### config.mk
export PLATFORM = sky130hd
export DESIGN_NAME = systolic_job_sched_flat
export DESIGN_NICKNAME = d
export VERILOG_FILES = /design/src/rtl/systolic_job_sched_pkg.sv /design/src/rtl/systolic_job_sched_if.sv /design/src/rtl/systolic_job_sched_rr_arbiter2.sv /design/src/rtl/systolic_job_sched.sv /design/src/flat_wrapper.sv
export SDC_FILE = /design/constraint.sdc
export NUM_CORES = 1
export LEC_CHECK = 0
export ABC_CLOCK_PERIOD_IN_PS = 2500
export CAP_MARGIN = 30
export CORE_MARGIN = 4
export CORE_UTILIZATION = 60
export CTS_CLUSTER_DIAMETER = 80
export DETAILED_ROUTE_END_ITERATION = 10
export DONT_BUFFER_PORTS = 1
export PLACE_DENSITY = 0.76
export SYNTH_ARGS = -nofsm -noshare
export SYNTH_HDL_FRONTEND = slang
export SYNTH_SLANG_ARGS = --single-unit
### constraint.sdc
create_clock -name clk -period 2.5 [get_ports clk]
set_input_delay 0.75 -clock clk [delete_from_list [all_inputs] [get_ports clk]]
set_output_delay 0.75 -clock clk [all_outputs]
set_load 0.02 [all_outputs]
### src/rtl/systolic_job_sched_pkg.sv
// Shared types for the systolic job scheduler: FSM encoding and 2x2 matrix
// views of the flat operand/result buses (element 00 sits at the MSB).
package systolic_sched_pkg;

  localparam int DATA_W = 4;
  localparam int ACC_W  = 2 * DATA_W + 1;

  typedef enum logic [1:0] {IDLE, ISSUE, WAIT, RESP} state_t;

  typedef struct packed {
    logic [DATA_W-1:0] e00;
    logic [DATA_W-1:0] e01;
    logic [DATA_W-1:0] e10;
    logic [DATA_W-1:0] e11;
  } op_mat_t;

  typedef struct packed {
    logic [ACC_W-1:0] c00;
    logic [ACC_W-1:0] c01;
    logic [ACC_W-1:0] c10;
    logic [ACC_W-1:0] c11;
  } res_mat_t;

  function automatic op_mat_t unpack_op(input logic [4*DATA_W-1:0] v);
    return op_mat_t'(v);
  endfunction

  function automatic logic [4*DATA_W-1:0] pack_op(input op_mat_t m);
    return m;
  endfunction

  function automatic res_mat_t unpack_res(input logic [4*ACC_W-1:0] v);
    return res_mat_t'(v);
  endfunction

  function automatic logic [4*ACC_W-1:0] pack_res(input res_mat_t m);
    return m;
  endfunction

endpackage

### src/rtl/systolic_job_sched_if.sv
// Job request, response and array-side signals of the systolic scheduler.
// slave = scheduler view, master = requesters plus array.
interface systolic_job_sched_if #(
  parameter int DATA_WIDTH = 4,
  parameter int ACC_WIDTH  = 9
);
  logic [1:0]                       req_valid;
  logic [1:0]                       req_ready;
  logic [1:0][4*DATA_WIDTH-1:0]     req_a;
  logic [1:0][4*DATA_WIDTH-1:0]     req_b;
  logic                             rsp_valid;
  logic                             rsp_ready;
  logic                             rsp_id;
  logic                             rsp_err;
  logic [4*ACC_WIDTH-1:0]           rsp_c;
  logic                             arr_in_valid;
  logic [4*DATA_WIDTH-1:0]          arr_a;
  logic [4*DATA_WIDTH-1:0]          arr_b;
  logic                             arr_out_valid;
  logic [4*ACC_WIDTH-1:0]           arr_c;

  modport slave (
    input  req_valid, req_a, req_b, rsp_ready, arr_out_valid, arr_c,
    output req_ready, rsp_valid, rsp_id, rsp_err, rsp_c, arr_in_valid, arr_a, arr_b
  );

  modport master (
    output req_valid, req_a, req_b, rsp_ready, arr_out_valid, arr_c,
    input  req_ready, rsp_valid, rsp_id, rsp_err, rsp_c, arr_in_valid, arr_a, arr_b
  );
endinterface

### src/rtl/systolic_job_sched_rr_arbiter2.sv
// Two-way round-robin grant: on contention the requester that did not win
// last time is picked. Pure combinational; the caller owns rr_last.
module rr_arbiter2 (
  input  logic [1:0] req,
  input  logic       rr_last,
  output logic [1:0] gnt
);
  always_comb begin
    gnt = req;
    if (req == 2'b11) gnt = rr_last ? 2'b01 : 2'b10;
  end
endmodule

### src/rtl/systolic_job_sched.sv
// Round-robin job scheduler in front of a 2x2 systolic multiply array, with a
// watchdog that turns a missing array out_valid into an error response.
module systolic_job_sched
  import systolic_sched_pkg::*;
#(
  parameter int DATA_WIDTH  = DATA_W,
  parameter int ACC_WIDTH   = ACC_W,
  parameter int FEED_CYCLES = 4,
  parameter int TIMEOUT     = 31
) (
  input  logic                  clk,
  input  logic                  rstn,
  systolic_job_sched_if.slave   bus,
  output logic                  busy
);

  localparam int FCW = $clog2(FEED_CYCLES + 1);
  localparam int TCW = $clog2(TIMEOUT + 1);

  state_t            state_q, state_d;
  logic              rr_last_q;
  logic [1:0]        gnt;
  logic              gnt_idx;
  logic              hs;
  logic [FCW-1:0]    feed_cnt_q;
  logic [TCW-1:0]    wd_cnt_q;
  logic              feed_last, wd_last;
  logic              sticky_q;
  logic              id_q, err_q;
  op_mat_t           a_q, b_q;
  res_mat_t          c_q;
  logic [4*DATA_WIDTH-1:0] a_sel, b_sel;
  logic [4*ACC_WIDTH-1:0]  c_in;

  rr_arbiter2 u_arb (
    .req     (bus.req_valid),
    .rr_last (rr_last_q),
    .gnt     (gnt)
  );

  assign gnt_idx   = gnt[1];
  assign hs        = (state_q == IDLE) && (gnt != 2'b00);
  assign feed_last = (feed_cnt_q == FCW'(FEED_CYCLES - 1));
  assign wd_last   = (wd_cnt_q == TCW'(TIMEOUT - 1));
  assign a_sel     = bus.req_a[gnt_idx];
  assign b_sel     = bus.req_b[gnt_idx];
  assign c_in      = bus.arr_c;

  always_ff @(posedge clk or negedge rstn) begin
    if (!rstn) state_q <= IDLE;
    else       state_q <= state_d;
  end

  always_comb begin
    state_d = state_q;
    unique case (state_q)
      IDLE:  if (hs) state_d = ISSUE;
      ISSUE: if (feed_last) state_d = WAIT;
      WAIT:  if (sticky_q || bus.arr_out_valid || wd_last) state_d = RESP;
      RESP:  if (bus.rsp_ready) state_d = IDLE;
      default: state_d = IDLE;
    endcase
  end

  // req_ready is gated by rstn so nothing looks acceptable while held in reset
  always_comb begin
    busy             = (state_q != IDLE);
    bus.arr_in_valid = (state_q == ISSUE);
    bus.rsp_valid    = (state_q == RESP);
    bus.req_ready    = (state_q == IDLE && rstn) ? gnt : 2'b00;
  end

  assign bus.arr_a   = pack_op(a_q);
  assign bus.arr_b   = pack_op(b_q);
  assign bus.rsp_c   = pack_res(c_q);
  assign bus.rsp_id  = id_q;
  assign bus.rsp_err = err_q;

  // C is captured at most once per job; an early ISSUE pulse sets sticky_q so
  // WAIT uses the latched copy instead of a later, possibly stale arr_c.
  always_ff @(posedge clk or negedge rstn) begin
    if (!rstn) begin
      rr_last_q  <= 1'b1;
      feed_cnt_q <= '0;
      wd_cnt_q   <= '0;
      sticky_q   <= 1'b0;
      id_q       <= 1'b0;
      err_q      <= 1'b0;
      a_q        <= '0;
      b_q        <= '0;
      c_q        <= '0;
    end else begin
      unique case (state_q)
        IDLE: if (hs) begin
          a_q        <= unpack_op(a_sel);
          b_q        <= unpack_op(b_sel);
          id_q       <= gnt_idx;
          rr_last_q  <= gnt_idx;
          feed_cnt_q <= '0;
          wd_cnt_q   <= '0;
          sticky_q   <= 1'b0;
        end
        ISSUE: begin
          feed_cnt_q <= feed_cnt_q + FCW'(1);
          if (bus.arr_out_valid && !sticky_q) begin
            sticky_q <= 1'b1;
            c_q      <= unpack_res(c_in);
          end
        end
        WAIT: begin
          wd_cnt_q <= wd_cnt_q + TCW'(1);
          if (sticky_q) begin
            err_q <= 1'b0;
          end else if (bus.arr_out_valid) begin
            c_q   <= unpack_res(c_in);
            err_q <= 1'b0;
          end else if (wd_last) begin
            c_q   <= '0;
            err_q <= 1'b1;
          end
        end
        default: ;
      endcase
    end
  end

endmodule

### src/flat_wrapper.sv
// flat-port wrapper written by rule: the top's interface ports become plain ports
module systolic_job_sched_flat import systolic_sched_pkg::*;
#(
  parameter int DATA_WIDTH  = DATA_W,
  parameter int ACC_WIDTH   = ACC_W,
  parameter int FEED_CYCLES = 4,
  parameter int TIMEOUT     = 31
)
  (clk, rstn, busy, bus_req_valid, bus_req_a, bus_req_b, bus_rsp_ready, bus_arr_out_valid, bus_arr_c, bus_req_ready, bus_rsp_valid, bus_rsp_id, bus_rsp_err, bus_rsp_c, bus_arr_in_valid, bus_arr_a, bus_arr_b);
  systolic_job_sched_if #(.DATA_WIDTH(DATA_WIDTH), .ACC_WIDTH(ACC_WIDTH)) bus_i ();
  input  logic clk;
  input  logic rstn;
  output logic busy;
  input wire logic [$bits(bus_i.req_valid)-1:0] bus_req_valid;
  input wire logic [$bits(bus_i.req_a)-1:0] bus_req_a;
  input wire logic [$bits(bus_i.req_b)-1:0] bus_req_b;
  input wire logic [$bits(bus_i.rsp_ready)-1:0] bus_rsp_ready;
  input wire logic [$bits(bus_i.arr_out_valid)-1:0] bus_arr_out_valid;
  input wire logic [$bits(bus_i.arr_c)-1:0] bus_arr_c;
  output wire logic [$bits(bus_i.req_ready)-1:0] bus_req_ready;
  output wire logic [$bits(bus_i.rsp_valid)-1:0] bus_rsp_valid;
  output wire logic [$bits(bus_i.rsp_id)-1:0] bus_rsp_id;
  output wire logic [$bits(bus_i.rsp_err)-1:0] bus_rsp_err;
  output wire logic [$bits(bus_i.rsp_c)-1:0] bus_rsp_c;
  output wire logic [$bits(bus_i.arr_in_valid)-1:0] bus_arr_in_valid;
  output wire logic [$bits(bus_i.arr_a)-1:0] bus_arr_a;
  output wire logic [$bits(bus_i.arr_b)-1:0] bus_arr_b;
  assign bus_i.req_valid = bus_req_valid;
  assign bus_i.req_a = bus_req_a;
  assign bus_i.req_b = bus_req_b;
  assign bus_i.rsp_ready = bus_rsp_ready;
  assign bus_i.arr_out_valid = bus_arr_out_valid;
  assign bus_i.arr_c = bus_arr_c;
  assign bus_req_ready = bus_i.req_ready;
  assign bus_rsp_valid = bus_i.rsp_valid;
  assign bus_rsp_id = bus_i.rsp_id;
  assign bus_rsp_err = bus_i.rsp_err;
  assign bus_rsp_c = bus_i.rsp_c;
  assign bus_arr_in_valid = bus_i.arr_in_valid;
  assign bus_arr_a = bus_i.arr_a;
  assign bus_arr_b = bus_i.arr_b;
  systolic_job_sched #(.DATA_WIDTH(DATA_WIDTH), .ACC_WIDTH(ACC_WIDTH), .FEED_CYCLES(FEED_CYCLES), .TIMEOUT(TIMEOUT)) u_core (.clk(clk), .rstn(rstn), .bus(bus_i), .busy(busy));
endmodule
==> results by group <==
Outcome
  – Status: completed

Timing
  – Final setup TNS: 0 ns
  – Final hold violation count: 0
  – Post-route clock skew: approximately 0.0060 ns
  – Max-slew headroom: 0.654
  – Slew at the pin with the worst max-slew slack: about 0.52 ns
  – Max Freq: approximately 440 MHz
  – Endpoints failing setup: 0
  – Period minus WS final: about 2.3 ns
  – Final Cycle Share: 0.917
  – Slew Limit Fails: 0
  – RSZ-0062 raised after global routing: no

Floorplan
  – Die area: 7290 um2
  – Core Region: ~5600 um2
  – Die Y-Extent: 85.4 um
  – Initial Utilization: 0.637
  – # rows: 27
  – IO Count: around 180
  – Die W: 85.4 um

Yosys
  – Syn nets: about 420
  – Post-Syn Instances: 307
  – Number of flops mapped to enable cells by yosys: 0
  – FFs w/ async S/R, synth: 1.00
  – Yosys Warn Count: 0
  – Post-synth top flop: dfrtp_1
  – Count of state elements after synthesis: between 80 and 90
  – Cell with the most instances after synthesis: dfrtp_1
  – Seq/Total Area, Yosys: 0.571
  – Dominant cell type by area after synthesis: dfrtp_1
  – Synth top area share: 0.564
  – Synth cell types: 34
  – Syn Std Cell Area: 3590 um2
  – Top area cells in the synthesized netlist: dfrtp_1 (56%), mux2i_1 (9.5%), a22o_1 (9.0%), o21ai_0 (4.9%), nand2_1 (3.7%)
  – Mapped Avg Cell Area: between 10 and 15 um2
  – Most frequent cells after synthesis: dfrtp_1 (81), a22o_1 (37), nand2_1 (35), o21ai_0 (35), mux2i_1 (34)

Placed design
  – Placed Area: 3640 um2
  – RD Place Congestion: about 0.85
  – Detail Placement HPWL: 5450 um
  – Port buffer count: 0

Setup path
  – Worst Setup End Kind: output pin
  – Required @ worst endpoint: 1.75 ns
  – WS Path Type: reg2out
  – Highest net fanout along the worst path: 12
  – R2r startpoint: u_core.state_q[0]
  – Worst EP arrival: roughly 1.5 ns
  – R2R cell count: 6
  – CP startpoint kind: register
  – Worst setup endpoint: bus_req_ready[1]
  – Reg-to-reg endpoint: u_core.bus.rsp_c[26]
  – CP Launch Point: u_core.state_q[0]
  – R2R Setup Slk: approximately 0.43 ns

Cells and area
  – NumNets Final: around 420
  – Post-route cell area: about 3800 um2
  – Fillcell total: just over 400
  – Core Util, Final: 0.677
  – Ant. Diodes: 0
  – Layout cells sized above 1: 0.0942
  – Area delta synth->final: 6.23%

Clock tree
  – CTS root buffer: clkbuf_8
  – Clock sinks: 82
  – Reg clk slew, reported paths: roughly 0.09 ns
  – Clock buffer depth: 2
  – Skew-Pair Late Insertion Delay: roughly 0.34 ns
  – Setup Buffers After CTS: 0
  – H-Tree Depth: 3
  – Post_cts resized: 0
  – Hold_buf cts: 0
  – Total CTS buffers: 9
  – TritonCTS clock tree: done

Drt
  – Initial DRT Pass Iterations: 4
  – DRT iter0 DRCs: approximately 100
  – Detailed-route vias per instance: roughly 6.1
  – Post-DRT Antenna Nets: 0
  – # DRC: 0
  – Routed vias: ~2,300
  – Total routed wirelength: 7440 um
  – DR WL/cell: between 15 and 20 um

Power and ir drop
  – Maximum vdd drop: 0.833 mV
  – Leak: around 0.0018 uW
  – PD cells: between 1000 and 1500 nW/um2

GRT
  – GRT Overall Usage: 0.207
  – Largest net degree at the start of global routing: 85
  – First-pass GRT wire length: around 12,000 um
  – Initial antenna violation count: 0
  – Vias in the first global route: approximately 2,300
  – Congestion Overflow GR: 0

Hold path
  – Worst Hold Class: in2async

Job
  – Max-cap violation count: 0
==> registers in the layout, indices dropped and copies added (netlist names) <==
| signal | count |
|---|---|
| u_core.bus.rsp_c | 36 |
| u_core.bus.arr_a | 16 |
| u_core.bus.arr_b | 16 |
| u_core.wd_cnt_q | 5 |
| u_core.feed_cnt_q | 3 |
| u_core.state_q | 2 |
| u_core.bus.rsp_err | 1 |
| u_core.bus.rsp_id | 1 |
| u_core.rr_last_q | 1 |
| u_core.sticky_q | 1 |
==> report_power, final <==
part	internal, uW	total, uW	switching [uW]	leakage (uW)
clock network	365	844	479	0.0000818
logic	737	1610	873	0.000662
registers	1930	3030	1100	0.00103
==> through the flow <==
step                      worst slack (ns)  std cells  hold WS (ns)  power [uW]
after floorplan                      0.138        307         0.454        4330
after global placement               0.533        364         0.456        4610
after detailed placement             0.465        364         0.456        4690
after CTS                            0.179        380        0.0719        5550
after global routing                 0.115        380        0.0661        5880
final                                0.208        380        0.0906        5480
==> kinds of logic (layout without fill, tap and decap cells) <==
family	Yosys count	after routing	share of synthesized area
compound gates	95	95	0.180
flops	82	82	0.571
mux	35	35	0.0978
buf+inv	29	30	0.0446
fa+ha+maj	9	9	0.0313
simple gates	57	57	0.0749
==> worst min path at each step <==
stage	endpoint	slack, ns	startpoint
global route	u_core.bus.rsp_c[22]	0.07	rstn
detailed placement	u_core.bus.rsp_c[34]	0.46	rstn
floorplan	u_core.bus.arr_a[0]	0.45	rstn
finish	u_core.bus.rsp_c[34]	0.09	rstn
CTS	u_core.bus.rsp_c[34]	0.07	rstn
global placement	u_core.bus.rsp_c[20]	0.46	rstn
==> final cells by class <==
| cell class | instances | area [um2] | area share |
|---|---|---|---|
| Multi-Input combinational cell | 196 | 1410 | 0.369 |
| Timing Repair Buffer | 6 | 57.6 | 0.0151 |
| Sequential cell | 82 | 2050 | 0.538 |
| Clock inverter | 7 | 53.8 | 0.0141 |
| Tap cell | 72 | 90.1 | 0.0236 |
| Clock buffer | 9 | 124 | 0.0324 |
| Inverter | 8 | 30.0 | 0.00787 |
==> critical path: stages (launching register included) <==
cell,delay [ns]
dfrtp_1,0.41
inv_1,0.13
ha_1,0.19
buf_4,0.19
and3_1,0.29
==> metal layers <==
metal,track usage,share of wire,wire length (um),up-vias
met2,0.338,0.50,3700,99
met1,0.262,0.41,3020,1118
met4,0.0763,0.014,101,0
met5,0,0,0,-
met3,0.0602,0.083,615,10
li1,-,-,-,1098
==> placed cells by master, fill, tap and decap left out, types with 2 or more instances in the layout <==
master / Yosys / final
or4_1: 2 / 2
a22o_1: 37 / 37
dfrtp_1: 81 / 81
mux2i_1: 34 / 34
buf_4: 2 / 5
ha_1: 9 / 9
o21ai_0: 35 / 34
clkinvlp_4: 0 / 3
inv_1: 8 / 8
o21ai_1: 9 / 9
nor2b_1: 2 / 2
nand3_1: 4 / 4
nor2_1: 7 / 7
clkinv_4: 0 / 2
nand2_1: 35 / 35
clkbuf_8: 0 / 9
a21oi_1: 6 / 6
Note: power is estimated with default switching activity, not from simulation.
==> variant, RTL diff (same flow settings) <==
The 4 states of `state_t` get a one-hot encoding in 4 bits.
--- a/src/rtl/systolic_job_sched_pkg.sv
+++ b/src/rtl/systolic_job_sched_pkg.sv
@@ -6,5 +6,5 @@
   localparam int ACC_W  = 2 * DATA_W + 1;
 
-  typedef enum logic [1:0] {IDLE, ISSUE, WAIT, RESP} state_t;
+  typedef enum logic [3:0] {IDLE = 4'b0001, ISSUE = 4'b0010, WAIT = 4'b0100, RESP = 4'b1000} state_t;
 
   typedef struct packed {
Function: no difference found for any inputs over 10 cycles, from zero or initial values and one cycle with rstn low; not proved beyond that.
==> variant against the unedited design <==
Setup slack got worse by 110 ps. Worst hold slack got worse by 4.7 ps. Critical endpoint is now bus_req_ready[0]. Die area rose by 17%. Design area rose by 19%. Wire length rose by 31%. Sequential power rose by 7.6%. Area after synthesis rose by 19%. Sequential share of layout area fell by 7.4 points. Sequential cell count rose by 2. Total power rose by 13%. Critical path type unchanged.
==> variant: results <==
group,metric,value,unit
global_routing,grt_max_degree,87,
yosys,yosys-top-cells-area,"sky130_fd_sc_hd__dfrtp_1, sky130_fd_sc_hd__mux2_2, sky130_fd_sc_hd__o211ai_1",
outcome,status,"complete, no violations",
placed_design,dp.final_hpwl,6.72,mm
timing,timing.max_slew.rel_slack,38.8,%
placed_design,place_inst,463,
critical_path,critical_path_peak_fanout,10,
yosys,postSynthNetCount,497,
critical_path,kind_of_cell_with_the_highest_combined_delay_on_the_critical_path,"simple AND/OR/NAND/NOR gates",
drt,via_count,2986,
global_routing,grt_first_pass_wirelength,15.6,mm
drt,drt-total-wl,9.78,mm
clocking,clkTransAtPathRegs,90,ps
drt,drt_iter0_markers,167,
yosys,syn_area_per_cell,11.0,sq um
final_layout,layout.filler_cells,524,
final_layout,instances_no_fill,480,
critical_path,critical_path.slowest_cell,"sky130_fd_sc_hd__dfrtp_1",
clocking,cts_root_buf,"sky130_fd_sc_hd__clkbuf_8",
power_and_ir_drop,p_leak,0.00196,uW
placed_design,postPlaceCellArea,4300,sq um
yosys,synth_cell_types,44,
power_and_ir_drop,ir_drop,0.000655,V
placed_design,pre_cts_ws,251,ps
yosys,synth.yosys.seq_area_share,49.2,%
final_layout,num_antenna_cells,0,
timing,finClkSkew,12.2,ps
placed_design,place_congestion,0.766,
final_layout,num-nets-final,489,
yosys,yosys-top-cells-count,"sky130_fd_sc_hd__dfrtp_1, sky130_fd_sc_hd__mux2_2, sky130_fd_sc_hd__o21ai_0",
final_layout,drive_above_1_share,22.4,%
drt,pre_repair_dr_iteration_count,4,
global_routing,gr-usage-all-layers,22.9,%
critical_path,timing.critical_path.slowest_cell_delay,530,ps
## variant: cell types whose count changed after synthesis, sizes merged, moves of 3 or more
cell,delta
nand3,+34
nand2,-30
o211ai,+37
inv,+34
mux2,+63
o22ai,+3
nor4b,+4
mux2i,-34
buf,-5
a22o,-36
ha,-5
clkbuf,+12
## variant: worst paths after layout
kind | slack [ps] | cells after the start | endpoint | start
max | 100 | 2 | bus_req_ready[0] | u_core.state_q[2]$_DFFE_PN0P_
min | 90 | 0 | u_core.bus.arr_b[15]$_DFFE_PN0P_ | rstn
max reg2reg | 270 | 5 | u_core.bus.arr_a[15]$_DFFE_PN0P_ | u_core.state_q[2]$_DFFE_PN0P_
min reg2reg | 510 | 1 | u_core.feed_cnt_q[0]$_DFFE_PN0P_ | u_core.feed_cnt_q[0]$_DFFE_PN0P_
max in group asynchronous | 2220 | 0 | u_core.rr_last_q$_DFFE_PN1P_ | rstn
min in group clk | 470 | 1 | u_core.rr_last_q$_DFFE_PN1P_ | bus_req_valid[0]
## variant: worst reg2reg max path: cells and delay by family, from the launching register on
family	cells	cell delay (ps)
buffers and inverters	2	290
flip-flops	1	530
AND/OR/NAND/NOR	2	880
multiplexers	1	410
## variant: cells by family (layout without fill, tap and decap cells)
| family | after synthesis | after routing | synth area share, % |
|---|---|---|---|
| simple gates | 63 | 63 | 8.90 |
| compound gates | 98 | 98 | 15.0 |
| buf+inv | 71 | 68 | 8.17 |
| xor+xnor | 3 | 3 | 0.615 |
| fa+ha+maj | 4 | 4 | 1.17 |
| flops | 84 | 84 | 49.2 |
| mux | 64 | 64 | 16.9 |
## variant: final cells by class
type                            instances  area, sq um  area share (%)
Timing Repair Buffer                    9         67.6            1.49
Inverter                               43          166            3.66
Sequential cell                        84         2110            46.4
Clock buffer                           10          138            3.03
Tap cell                               96          120            2.64
Multi-Input combinational cell        232         1860            40.9
Clock inverter                          6         87.6            1.93
## variant: layer usage
layer  track usage (%)  up-vias  part of all wire [%]
li1                  -     1363                     -
met1              29.9     1497                    40
met5                 0        -                     0
met4              8.66        0                   2.0
met3              5.93       16                   6.2
met2              36.9      110                    52
## variant: timing repair
item,in CTS,in global routing
gates resized for setup,3,0
setup endpoints to repair,3,0
setup buffers,1,0
## variant: metrics by stage
| stage | utilization [%] | power (uW) |
|---|---|---|
| 2_1_floorplan | - | 4650 |
| 3_3_place_gp | 62.6 | 4990 |
| 3_5_place_dp | 62.6 | 5110 |
| 4_1_cts | 66.1 | 6230 |
| 5_1_grt | 66.1 | 6580 |
| 6_report | 66.1 | 6170 |
## variant: power by group
part	internal, uW	total (uW)	switching (uW)
Sequential	1980	3260	1280
Combinational	815	1830	1010
Clock	590	1080	491
